**config.mk**
```make
export PLATFORM = sky130hd
export DESIGN_NAME = alu_exec_unit
export DESIGN_NICKNAME = d
export VERILOG_FILES = /design/src/rtl/alu_pkg.sv /design/src/rtl/alu_comb_core.sv /design/src/rtl/alu_exec_unit.sv
export SDC_FILE = /design/constraint.sdc
export NUM_CORES = 1
export LEC_CHECK = 0
export ABC_AREA = 1
export BUFFER_PORTS_ARGS = -buffer_cell sky130_fd_sc_hd__buf_2
export CORE_MARGIN = 3
export CORE_UTILIZATION = 55
export DETAILED_ROUTE_END_ITERATION = 10
export HOLD_SLACK_MARGIN = 0.06
export PLACE_DENSITY_LB_ADDON = 0.25
export SLEW_MARGIN = 20
export SYNTH_ARGS = -nofsm -noshare
export SYNTH_HDL_FRONTEND = slang
export SYNTH_HIERARCHICAL = 1
export SYNTH_SLANG_ARGS = --single-unit
```
**constraint.sdc**
```tcl
create_clock -name clk -period 1.7 [get_ports clk]
set_input_delay 0.34 -clock clk [delete_from_list [all_inputs] [get_ports clk]]
set_output_delay 0.34 -clock clk [all_outputs]
set_load 0.01 [all_outputs]
```
**src/rtl/alu_pkg.sv**
```systemverilog
// Shared definitions for the ALU execution slice.
// Holds the 4-bit ALUControl encodings, the execution FSM state type, the
// shift-amount width and a small helper that classifies the sequenced shifts.
package alu_pkg;

  localparam logic [3:0] AluAdd = 4'b0000;
  localparam logic [3:0] AluSub = 4'b0001;
  localparam logic [3:0] AluAnd = 4'b0010;
  localparam logic [3:0] AluOr  = 4'b0011;
  localparam logic [3:0] AluSll = 4'b0100;
  localparam logic [3:0] AluSlt = 4'b0101;
  localparam logic [3:0] AluSrl = 4'b0110;
  localparam logic [3:0] AluSra = 4'b0111;
  localparam logic [3:0] AluSge = 4'b1000;
  localparam logic [3:0] AluXor = 4'b1001;

  localparam int unsigned ShamtW = 5;

  typedef enum logic [1:0] {
    StIdle  = 2'd0,
    StShift = 2'd1,
    StDone  = 2'd2
  } alu_state_e;

  // Shifts are executed one bit per cycle by the FSM, not by the comb core.
  function automatic logic is_shift_op(input logic [3:0] code);
    return (code == AluSll) || (code == AluSrl) || (code == AluSra);
  endfunction

endpackage

```
**src/rtl/alu_comb_core.sv**
```systemverilog
// Single-cycle ALU operations.
// Ports:
//   alu_control - 4-bit operation code (alu_pkg encodings)
//   src_a/src_b - operands
//   result      - operation result; 0 for shift codes and illegal codes
//   illegal     - 1 for codes outside the defined set
module alu_comb_core
  import alu_pkg::*;
#(
  parameter int unsigned WIDTH = 32
) (
  input  logic [3:0]       alu_control,
  input  logic [WIDTH-1:0] src_a,
  input  logic [WIDTH-1:0] src_b,
  output logic [WIDTH-1:0] result,
  output logic             illegal
);

  logic lt_signed;

  assign lt_signed = $signed(src_a) < $signed(src_b);

  always_comb begin
    result  = '0;
    illegal = 1'b0;
    case (alu_control)
      AluAdd: result = src_a + src_b;
      AluSub: result = src_a - src_b;
      AluAnd: result = src_a & src_b;
      AluOr:  result = src_a | src_b;
      AluXor: result = src_a ^ src_b;
      AluSlt: result = {{(WIDTH-1){1'b0}}, lt_signed};
      AluSge: result = {{(WIDTH-1){1'b0}}, ~lt_signed};
      // Shifts are sequenced in the execution unit.
      AluSll, AluSrl, AluSra: result = '0;
      default: illegal = 1'b1;
    endcase
  end

endmodule

```
**src/rtl/alu_exec_unit.sv**
```systemverilog
// Multi-cycle ALU execution unit with valid/ready handshakes on both sides.
// Non-shift operations complete in one cycle through alu_comb_core; shifts
// move one bit per cycle, so a shift by N takes N+1 cycles.
// Ports:
//   clk, rst_n                 - clock, asynchronous active-low reset
//   in_valid / in_ready        - operation handshake
//   ALUControl, SrcA, SrcB     - operation code and operands
//   RdIn                       - destination register tag carried to RdOut
//   out_valid / out_ready      - result handshake
//   ALUResult, Zero, RdOut     - result, result==0 flag, destination tag
//   IllegalOp                  - operation code was not a defined operation
module alu_exec_unit
  import alu_pkg::*;
#(
  parameter int unsigned WIDTH = 32
) (
  input  logic             clk,
  input  logic             rst_n,
  input  logic             in_valid,
  output logic             in_ready,
  input  logic [3:0]       ALUControl,
  input  logic [WIDTH-1:0] SrcA,
  input  logic [WIDTH-1:0] SrcB,
  input  logic [4:0]       RdIn,
  output logic             out_valid,
  input  logic             out_ready,
  output logic [WIDTH-1:0] ALUResult,
  output logic             Zero,
  output logic [4:0]       RdOut,
  output logic             IllegalOp
);

  alu_state_e state_q, state_d;

  logic [WIDTH-1:0]  res_q, res_d;
  logic [4:0]        rd_q, rd_d;
  logic              ill_q, ill_d;
  logic [ShamtW-1:0] cnt_q, cnt_d;
  logic [3:0]        op_q, op_d;

  logic [WIDTH-1:0]  core_result;
  logic              core_illegal;
  logic [WIDTH-1:0]  shift_step;
  logic [ShamtW-1:0] shamt_in;
  logic              accept;
  logic              start_shift;
  alu_state_e        accept_state;

  alu_comb_core #(
    .WIDTH(WIDTH)
  ) u_core (
    .alu_control(ALUControl),
    .src_a      (SrcA),
    .src_b      (SrcB),
    .result     (core_result),
    .illegal    (core_illegal)
  );

  assign shamt_in     = SrcB[ShamtW-1:0];
  assign accept       = in_valid & in_ready;
  // A zero-amount shift needs no stepping and completes like a 1-cycle op.
  assign start_shift  = is_shift_op(ALUControl) && (shamt_in != '0);
  assign accept_state = start_shift ? StShift : StDone;

  // State register
  always_ff @(posedge clk or negedge rst_n) begin
    if (!rst_n) begin
      state_q <= StIdle;
    end else begin
      state_q <= state_d;
    end
  end

  // Next-state logic
  always_comb begin
    state_d = state_q;
    unique case (state_q)
      StIdle: begin
        if (accept) state_d = accept_state;
      end
      StShift: begin
        // Last step: counter goes from 1 to 0 on this edge.
        if (cnt_q == ShamtW'(1)) state_d = StDone;
      end
      StDone: begin
        if (out_ready) state_d = accept ? accept_state : StIdle;
      end
      default: state_d = StIdle;
    endcase
  end

  // Handshake outputs
  always_comb begin
    in_ready  = 1'b0;
    out_valid = 1'b0;
    unique case (state_q)
      StIdle:  in_ready = 1'b1;
      StShift: in_ready = 1'b0;
      StDone: begin
        out_valid = 1'b1;
        in_ready  = out_ready;
      end
      default: in_ready = 1'b0;
    endcase
  end

  // One-bit shift of the value in flight.
  always_comb begin
    shift_step = res_q;
    case (op_q)
      AluSll:  shift_step = {res_q[WIDTH-2:0], 1'b0};
      AluSrl:  shift_step = {1'b0, res_q[WIDTH-1:1]};
      AluSra:  shift_step = {res_q[WIDTH-1], res_q[WIDTH-1:1]};
      default: shift_step = res_q;
    endcase
  end

  // Datapath next-state: operands are captured only on accept, so input
  // changes while shifting cannot disturb the result.
  always_comb begin
    res_d = res_q;
    rd_d  = rd_q;
    ill_d = ill_q;
    cnt_d = cnt_q;
    op_d  = op_q;
    if (accept) begin
      op_d = ALUControl;
      rd_d = RdIn;
      if (is_shift_op(ALUControl)) begin
        res_d = SrcA;
        cnt_d = shamt_in;
        ill_d = 1'b0;
      end else begin
        res_d = core_result;
        cnt_d = '0;
        ill_d = core_illegal;
      end
    end else if (state_q == StShift) begin
      res_d = shift_step;
      cnt_d = cnt_q - ShamtW'(1);
    end
  end

  always_ff @(posedge clk or negedge rst_n) begin
    if (!rst_n) begin
      res_q <= '0;
      rd_q  <= '0;
      ill_q <= 1'b0;
      cnt_q <= '0;
      op_q  <= '0;
    end else begin
      res_q <= res_d;
      rd_q  <= rd_d;
      ill_q <= ill_d;
      cnt_q <= cnt_d;
      op_q  <= op_d;
    end
  end

  assign ALUResult = res_q;
  assign Zero      = (res_q == '0);
  assign RdOut     = rd_q;
  assign IllegalOp = ill_q;

endmodule

```
==> results of run 1 <==
-- logic make-up after synthesis --
family	Yosys count	synth area share
flops	49	0.124
fa+ha+maj	104	0.133
xor+xnor	1	0.000887
compound gates	176	0.100
simple gates	1113	0.473
buf+inv	397	0.168
-- cells in the mapped netlist, types with 2 or more instances --
cell type	instances
nand2_1	674
inv_1	319
nand3_1	247
nor2_1	130
ha_1	102
a21oi_1	67
o21ai_0	61
dfrtp_1	49
buf_2	39
o22ai_1	21
nand4_1	17
nor3_1	14
buf_4	12
a221oi_1	8
buf_6	7
o21bai_1	7
inv_2	6
nand3b_1	6
nor4_1	6
clkbuf_1	5
nor2_4	5
nand2_2	4
o2111ai_1	4
clkbuf_2	3
a211oi_1	2
a21oi_2	2
and2_1	2
clkinv_1	2
fa_1	2
inv_4	2
nand2_4	2
nor2_2	2
o211ai_1	2
o21ai_1	2
-- metal layers --
metal / GRT overflow / track usage
met5: 0 / 0.383
met2: 8 / 0.904
met3: 0 / 0.638
met4: 10 / 0.740
met1: 0 / 0.761
-- timing repair --
action | 4_1_cts
resized for setup | 323
endpoints found under the hold margin | 49
endpoints found under the setup margin | 33
hold buffers | 1
buffers inserted | 34
pin swaps | 122
-- metrics by stage --
step | utilization | hold WS (ns) | worst slack (ns) | instances | instance area (um2)
after CTS | 0.831 | 0.235 | -0.385 | 2438 | 14500
after detailed placement | 0.746 | 0.345 | -0.955 | 2400 | 13000
after global placement | 0.746 | 0.344 | -1.01 | 2400 | 13000
after floorplan | - | 0.0444 | -0.293 | 1840 | 10300
==> results.tsv, run 1 <==
metric	value	unit
status	did not finish	
stop_stage	5_1_grt	
error	[ERROR GRT-0232] Routing congestion too high. Check the congestion heatmap in the GUI.	
dp_hpwl	32.2	mm
ios	118	
yosys.area.top_type_share	0.256	
grt_usage	0.762	
synthFlopType	dfrtp_1	
clockBufferDepth	2	
worst-ep-kind	register data pin	
cts_buffers	5	
port_buffers	117	
ys_types	41	
fp.dieW	140	um
crit_endpoint	ALUResult[22]$_DFFE_PN0P_/D	
htree_levels	2	
clock_sinks	49	
start_util	0.567	
synthesis.nets	2021	
async_reset_ff_frac	1.00	
dieHeight	140	um
syn_inst	1840	
num_rows	48	
ys_ff_latch	49	
synthesis.area	9870	um2
globalplace.congestion	1.03	
grt_max_degree	50	
synth-seq-area-share	0.124	
avgSynthCellArea	5.37	um2
synth.area.top_cells	nand2_1 26%, ha_1 13%, nand3_1 13%, dfrtp_1 12%, inv_1 12%	
cts_root_buf	clkbuf_16	
synth_warnings	6	
synth_enable_flop_cells	0	
gr-total-overflow	18	
synth_top_cell_by_area	nand2_1	
==> inputs of run 2 (changes only) <==
Settings changed: CORE_UTILIZATION 55 to 40, HOLD_SLACK_MARGIN 0.06 to not set, PLACE_DENSITY_LB_ADDON 0.25 to 0.15.
==> run 2 against run 1 <==
Effect of this change: area after synthesis is the same; synthesized cell count stayed put; the flow now finishes, with violations (negative setup slack).
==> results.tsv, run 2 <==
metric	value	unit
p_per_area	672	nW/um2
clock_sinks	49	
fin_crit_sh	1.24	
tns	-9.04	ns
synth.most_common_cell	nand2_1	
syn2layout_area_growth	69.2	%
worstPathArrival	2.30	ns
port_buffers	117	
synthesis.nets	2021	
num_rows	56	
grt_max_degree	36	
layout_commonest_cell	nand2_1	
tightest_slew	0.506	ns
setup_violations	32	
fp.dieW	163	um
first_pass_iters	5	
gr-total-overflow	0	
end_kind	register	
ios	118	
rsz0062_at_grt	true	
placed_cells	2489	
setup_ws	-0.415	ns
drt_iter0_drc	1126	
dp_hpwl	34.2	mm
post-place-ws	-0.935	ns
required	1.89	ns
max_stage_delay	0.23	ns
violations	negative setup slack	
synthTopCellsByCount	674 x nand2_1, 319 x inv_1, 247 x nand3_1	
total_power	11200	uW
holdCritStartpoint	RdIn[1]	
fin_cells	2565	
max_freq	473	MHz
worst_setup_path_start_kind	input pin	
via_per_inst	5.34	
ys_types	41	
routedWlPerCell	17.9	um
clockBufferDepth	2	
cts_buffers	5	
vdd_ir_drop_max	0.757	mV
synthesis.area	9870	um2
globalplace.congestion	0.988	
crit_fanout	5	
syn_inst	1840	
status	finished, violations left	
synthFlopType	dfrtp_1	
cts_root_buf	clkbuf_16	
finalHoldViolCount	0	
cts.clk_slew.worst_paths	0.08	ns
cap_violations	0	
first_global_vias	13300	
crit_start	SrcB[9]	
core-area	23900	um2
routed_wl	45.8	mm
antenna_found_initial	0	
mostFrequentLayoutCells	456 x nand2_1, 284 x buf_4, 212 x inv_1	
drv_slew	0	
drc	0	
start_util	0.413	
cts_tree	done	
hold_path.class	input pin to register	
clock_latency	0.30	ns
avgSynthCellArea	5.37	um2
crit_top_cell	nand2_1	
p_leak	0.00900	uW
r2r_start	state_q[0]	
synth-seq-area-share	0.124	
n_antenna_cell	0	
yosys.area.top_type_share	0.256	
fin_skew	0.00860	ns
min_period	2.12	ns
crit_type	input pin to register	
synth_warnings	6	
dieHeight	163	um
htree_levels	2	
dieArea	26600	um2
largest_register_ffs	32	
grt_usage	0.325	
crit_slowest_cell	ha_4	
ant_nets	0	
drive_gt1_frac	0.487	
grt_pass1_wl	69.6	mm
slew_headroom	0.663	
ys_ff_latch	49	
hold-worst-slack	0.227	ns
async_reset_ff_frac	1.00	
layout.nets	2426	
synth_enable_flop_cells	0	
synth_top_cell_by_area	nand2_1	
synth.area.top_cells	nand2_1 26%, ha_1 13%, nand3_1 13%, dfrtp_1 12%, inv_1 12%	
vias	13700	
path_cells	buf_6 -> inv_2 -> ha_4 -> buf_4 -> nand2_4 -> inv_2 -> nand2_1 -> nand2_2 -> a21oi_4 -> nand2_4 -> nand2_2 -> o21ai_2 -> a21oi_2 -> o21ai_1 -> nand2_1 -> nand2_2 -> nand2_1 -> nand2_1 -> nand2_1 -> nand2_1	
run 2: cell counts after synthesis:
Identical to the previous run, type by type.
run 2: path summary, 6_finish.rpt:
path	slack, ns	cells past startpoint	end
max reg2reg	0.10	10	ALUResult[23]
max in group asynchronous	0.67	3	state_q[0]
min reg2reg	0.49	2	RdOut[2]
min in group asynchronous	0.51	2	ALUResult[21]
max	-0.42	20	ALUResult[15]
min	0.23	3	RdOut[1]
run 2: what timing repair did:
action,CTS,global route
gates resized for setup,564,290
hold endpoints to repair,14,0
setup endpoints to repair,33,33
setup buffers,46,32
pin swaps,255,212
hold buffers,1,0
run 2: cell type report:
cell class / instances / area [um2]
Multi-Input combinational cell: 1394 / 9670
Fill cell: 2082 / 7180
Timing Repair Buffer: 466 / 3880
Inverter: 329 / 1350
Sequential cell: 49 / 1230
Tap cell: 319 / 399
Clock buffer: 6 / 139
Clock inverter: 2 / 41.3
run 2: where the power goes:
group / leakage (uW) / total, uW / internal, uW / switching, uW
registers: 0.000633 / 2070 / 1640 / 429
clock network: 0.0000890 / 1250 / 747 / 499
logic: 0.00828 / 7920 / 3230 / 4690
run 2: cells by family after synthesis:
kind of cell / Yosys count / share of synthesized area
xor gates and xnor gates: 1 / 0.000887
AOI/OAI and AO/OA: 176 / 0.100
and+or+nand+nor: 1113 / 0.473
buffers and inverters: 397 / 0.168
adders and majority gates: 104 / 0.133
DFF: 49 / 0.124
run 2: stage by stage:
| stage | instance area, um2 | util |
|---|---|---|
| global placement | 13100 | 0.548 |
| floorplan | 10300 | - |
| global route | 16700 | 0.699 |
| CTS | 15500 | 0.649 |
| detailed placement | 13100 | 0.548 |
| finish | 16700 | 0.699 |
run 2: worst max-delay path: cells and delay by family:
| family | cells | cell delay, ns |
|---|---|---|
| buf+inv | 4 | 0.37 |
| compound gates | 4 | 0.47 |
| simple gates | 11 | 0.89 |
| fa+ha+maj | 1 | 0.23 |
run 2: metal layers:
| metal | GRT usage | part of all wire | up-vias |
|---|---|---|---|
| met2 | 0.560 | 0.48 | 523 |
| met3 | 0.0322 | 0.057 | 113 |
| met5 | 0 | 0 | - |
| met1 | 0.425 | 0.42 | 6489 |
| li1 | - | - | 6570 |
| met4 | 0.113 | 0.044 | 0 |
Power figures use the tool's default switching activity.
==> inputs of run 3 (changes only) <==
Clock period 1.7 ns to 1.8 ns, I/O delays scaled along.
==> run 3 against run 2 <==
Effect of this change: sequential share of layout area increased by 0.35 points; clock skew increased by 0.0034 ns; clock power decreased by 11%; via count decreased by 1.0%; the run ends with negative hold slack, negative setup slack left; core utilization decreased by 3.1 points; routed wire length decreased by 3.0%; die area unchanged; critical endpoint is now ALUResult[10]; sequential power decreased by 4%; hold slack got worse by 0.23 ns; design area decreased by 4.5%; register-to-register slack got worse by 0.03 ns; power decreased by 7.9%.
==> results.tsv, run 3 (synthesis results as in run 2) <==
metric	value	unit
vias	13600	
slew_headroom	0.670	
swShare	0.501	
fin_crit_sh	1.21	
port_buffers	117	
antenna_found_initial	0	
n_antenna_cell	0	
drive_gt1_frac	0.444	
power_frac_clock	0.107	
mostFrequentLayoutCells	501 x nand2_1, 296 x buf_4, 226 x inv_1	
dp_hpwl	33.5	mm
clockBufferDepth	2	
tightest_slew	0.495	ns
first_global_vias	12800	
p_int	5170	uW
rsz0062_at_grt	true	
ant_nets	0	
routed_wl	44.5	mm
cap_violations	0	
end_kind	register	
setup_violations	29	
vdd_ir_drop_max	0.619	mV
fin_skew	0.0120	ns
num_rows	56	
crit_type	input pin to register	
placed_cells	2490	
max_freq	458	MHz
finalHoldViolCount	8	
worstPathArrival	2.37	ns
p_leak	0.00874	uW
cts_tree	done	
cts.clk_slew.worst_paths	0.07	ns
fin_cells	2560	
via_per_inst	5.30	
layout_commonest_cell	nand2_1	
fin_area	16000	um2
combPwrFrac	0.700	
clock_sinks	49	
ios	118	
switchingPower	5180	uW
total_power	10300	uW
globalplace.congestion	0.996	
hold-worst-slack	-0.00387	ns
routedWlPerCell	17.4	um
syn2layout_area_growth	61.7	%
cts_hold_buf	0	
status	finished, violations left	
dieArea	26600	um2
start_util	0.413	
crit_fanout	3	
grt_usage	0.313	
largest_register_ffs	32	
hold_path.class	input pin to asynchronous set/reset pin	
dpl_cell_area	13000	um2
cts_root_buf	clkbuf_16	
required	1.99	ns
post-place-ws	-0.956	ns
clock_latency	0.30	ns
worst_setup_path_start_kind	input pin	
p_per_area	648	nW/um2
min_period	2.18	ns
cts_buffers	5	
core-area	23900	um2
n_fill_cell	2148	
grt_pass1_wl	66.9	mm
drt_iter0_drc	1199	
gr-total-overflow	0	
grt_max_degree	37	
seqPwrFrac	0.192	
drv_slew	0	
first_pass_iters	5	
dieHeight	163	um
layout.nets	2422	
violations	negative hold slack, negative setup slack	
setup_ws	-0.385	ns
htree_levels	2	
fp.dieW	163	um
drc	0	
[run 3: cell types whose count changed in the layout (fill, tap and decap cells not counted), moves of 14 or more]
cell / delta
nand3_1: +15
buf_6: -16
inv_1: +14
nand2_2: -25
nand2_4: -18
buf_2: +14
nand2_1: +45
[run 3: power by group through the flow]
stage                     Sequential (uW)  Combinational, uW  Clock, uW
after floorplan                      2040               3560          0
after global placement               1960               5750          0
after global routing                 2040               7940       1160
after CTS                            1960               6400       1110
after detailed placement             1970               5820          0
final                                1990               7250       1110
[run 3: layer usage]
layer	wire length (um)	track usage	vias up
li1	-	-	6556
met1	18500	0.417	6310
met2	21200	0.534	583
met3	2860	0.0266	109
met4	1870	0.103	0
met5	0	0	-
[run 3: through the flow]
stage               setup TNS, ns   util
finish                      -7.08  0.668
detailed placement         -21.43  0.544
CTS                         -5.46  0.614
global placement           -21.14  0.544
global route               -10.91  0.668
floorplan                   -3.05      -
[run 3: repair_timing]
item,CTS,global route
setup buffers,40,35
setup endpoints to repair,33,32
pin swaps,111,178
resized for setup,373,306
[run 3: path summary, 6_finish.rpt]
kind | cells past startpoint | slack (ns) | endpoint | from
setup reg to reg | 9 | 0.07 | ALUResult[22] | state_q[1]
setup / recovery | 19 | -0.38 | ALUResult[10] | SrcA[0]
max in group asynchronous | 2 | 1.17 | ALUResult[15] | rst_n
hold reg to reg | 2 | 0.49 | RdOut[2] | RdOut[2]
min in group clk | 3 | 0.25 | RdOut[4] | RdIn[4]
hold / removal | 1 | -0.004 | ALUResult[23] | rst_n
[run 3: worst max-delay path, cell delays in order]
cell	delay [ns]
buf_12	0.10
inv_12	0.03
ha_4	0.14
fa_2	0.39
inv_2	0.09
nand3_2	0.07
nand3b_1	0.17
nand2_1	0.14
nand2_2	0.15
buf_4	0.13
o21ai_1	0.06
nand2_1	0.06
nand3b_1	0.07
nand2_1	0.08
nand2_2	0.09
nand2_1	0.07
nand2_1	0.05
nand2_1	0.05
nand2_1	0.05
[run 3: layout make-up]
| cell class | count | area (um2) | area share |
|---|---|---|---|
| clock inverter | 2 | 38.8 | 0.00243 |
| multi-input combinational | 1394 | 9200 | 0.576 |
| timing repair buffer | 462 | 3660 | 0.229 |
| inverter | 329 | 1320 | 0.0826 |
| sequential | 49 | 1230 | 0.0769 |
| clock buffer | 5 | 125 | 0.00784 |
| tap | 319 | 399 | 0.0250 |
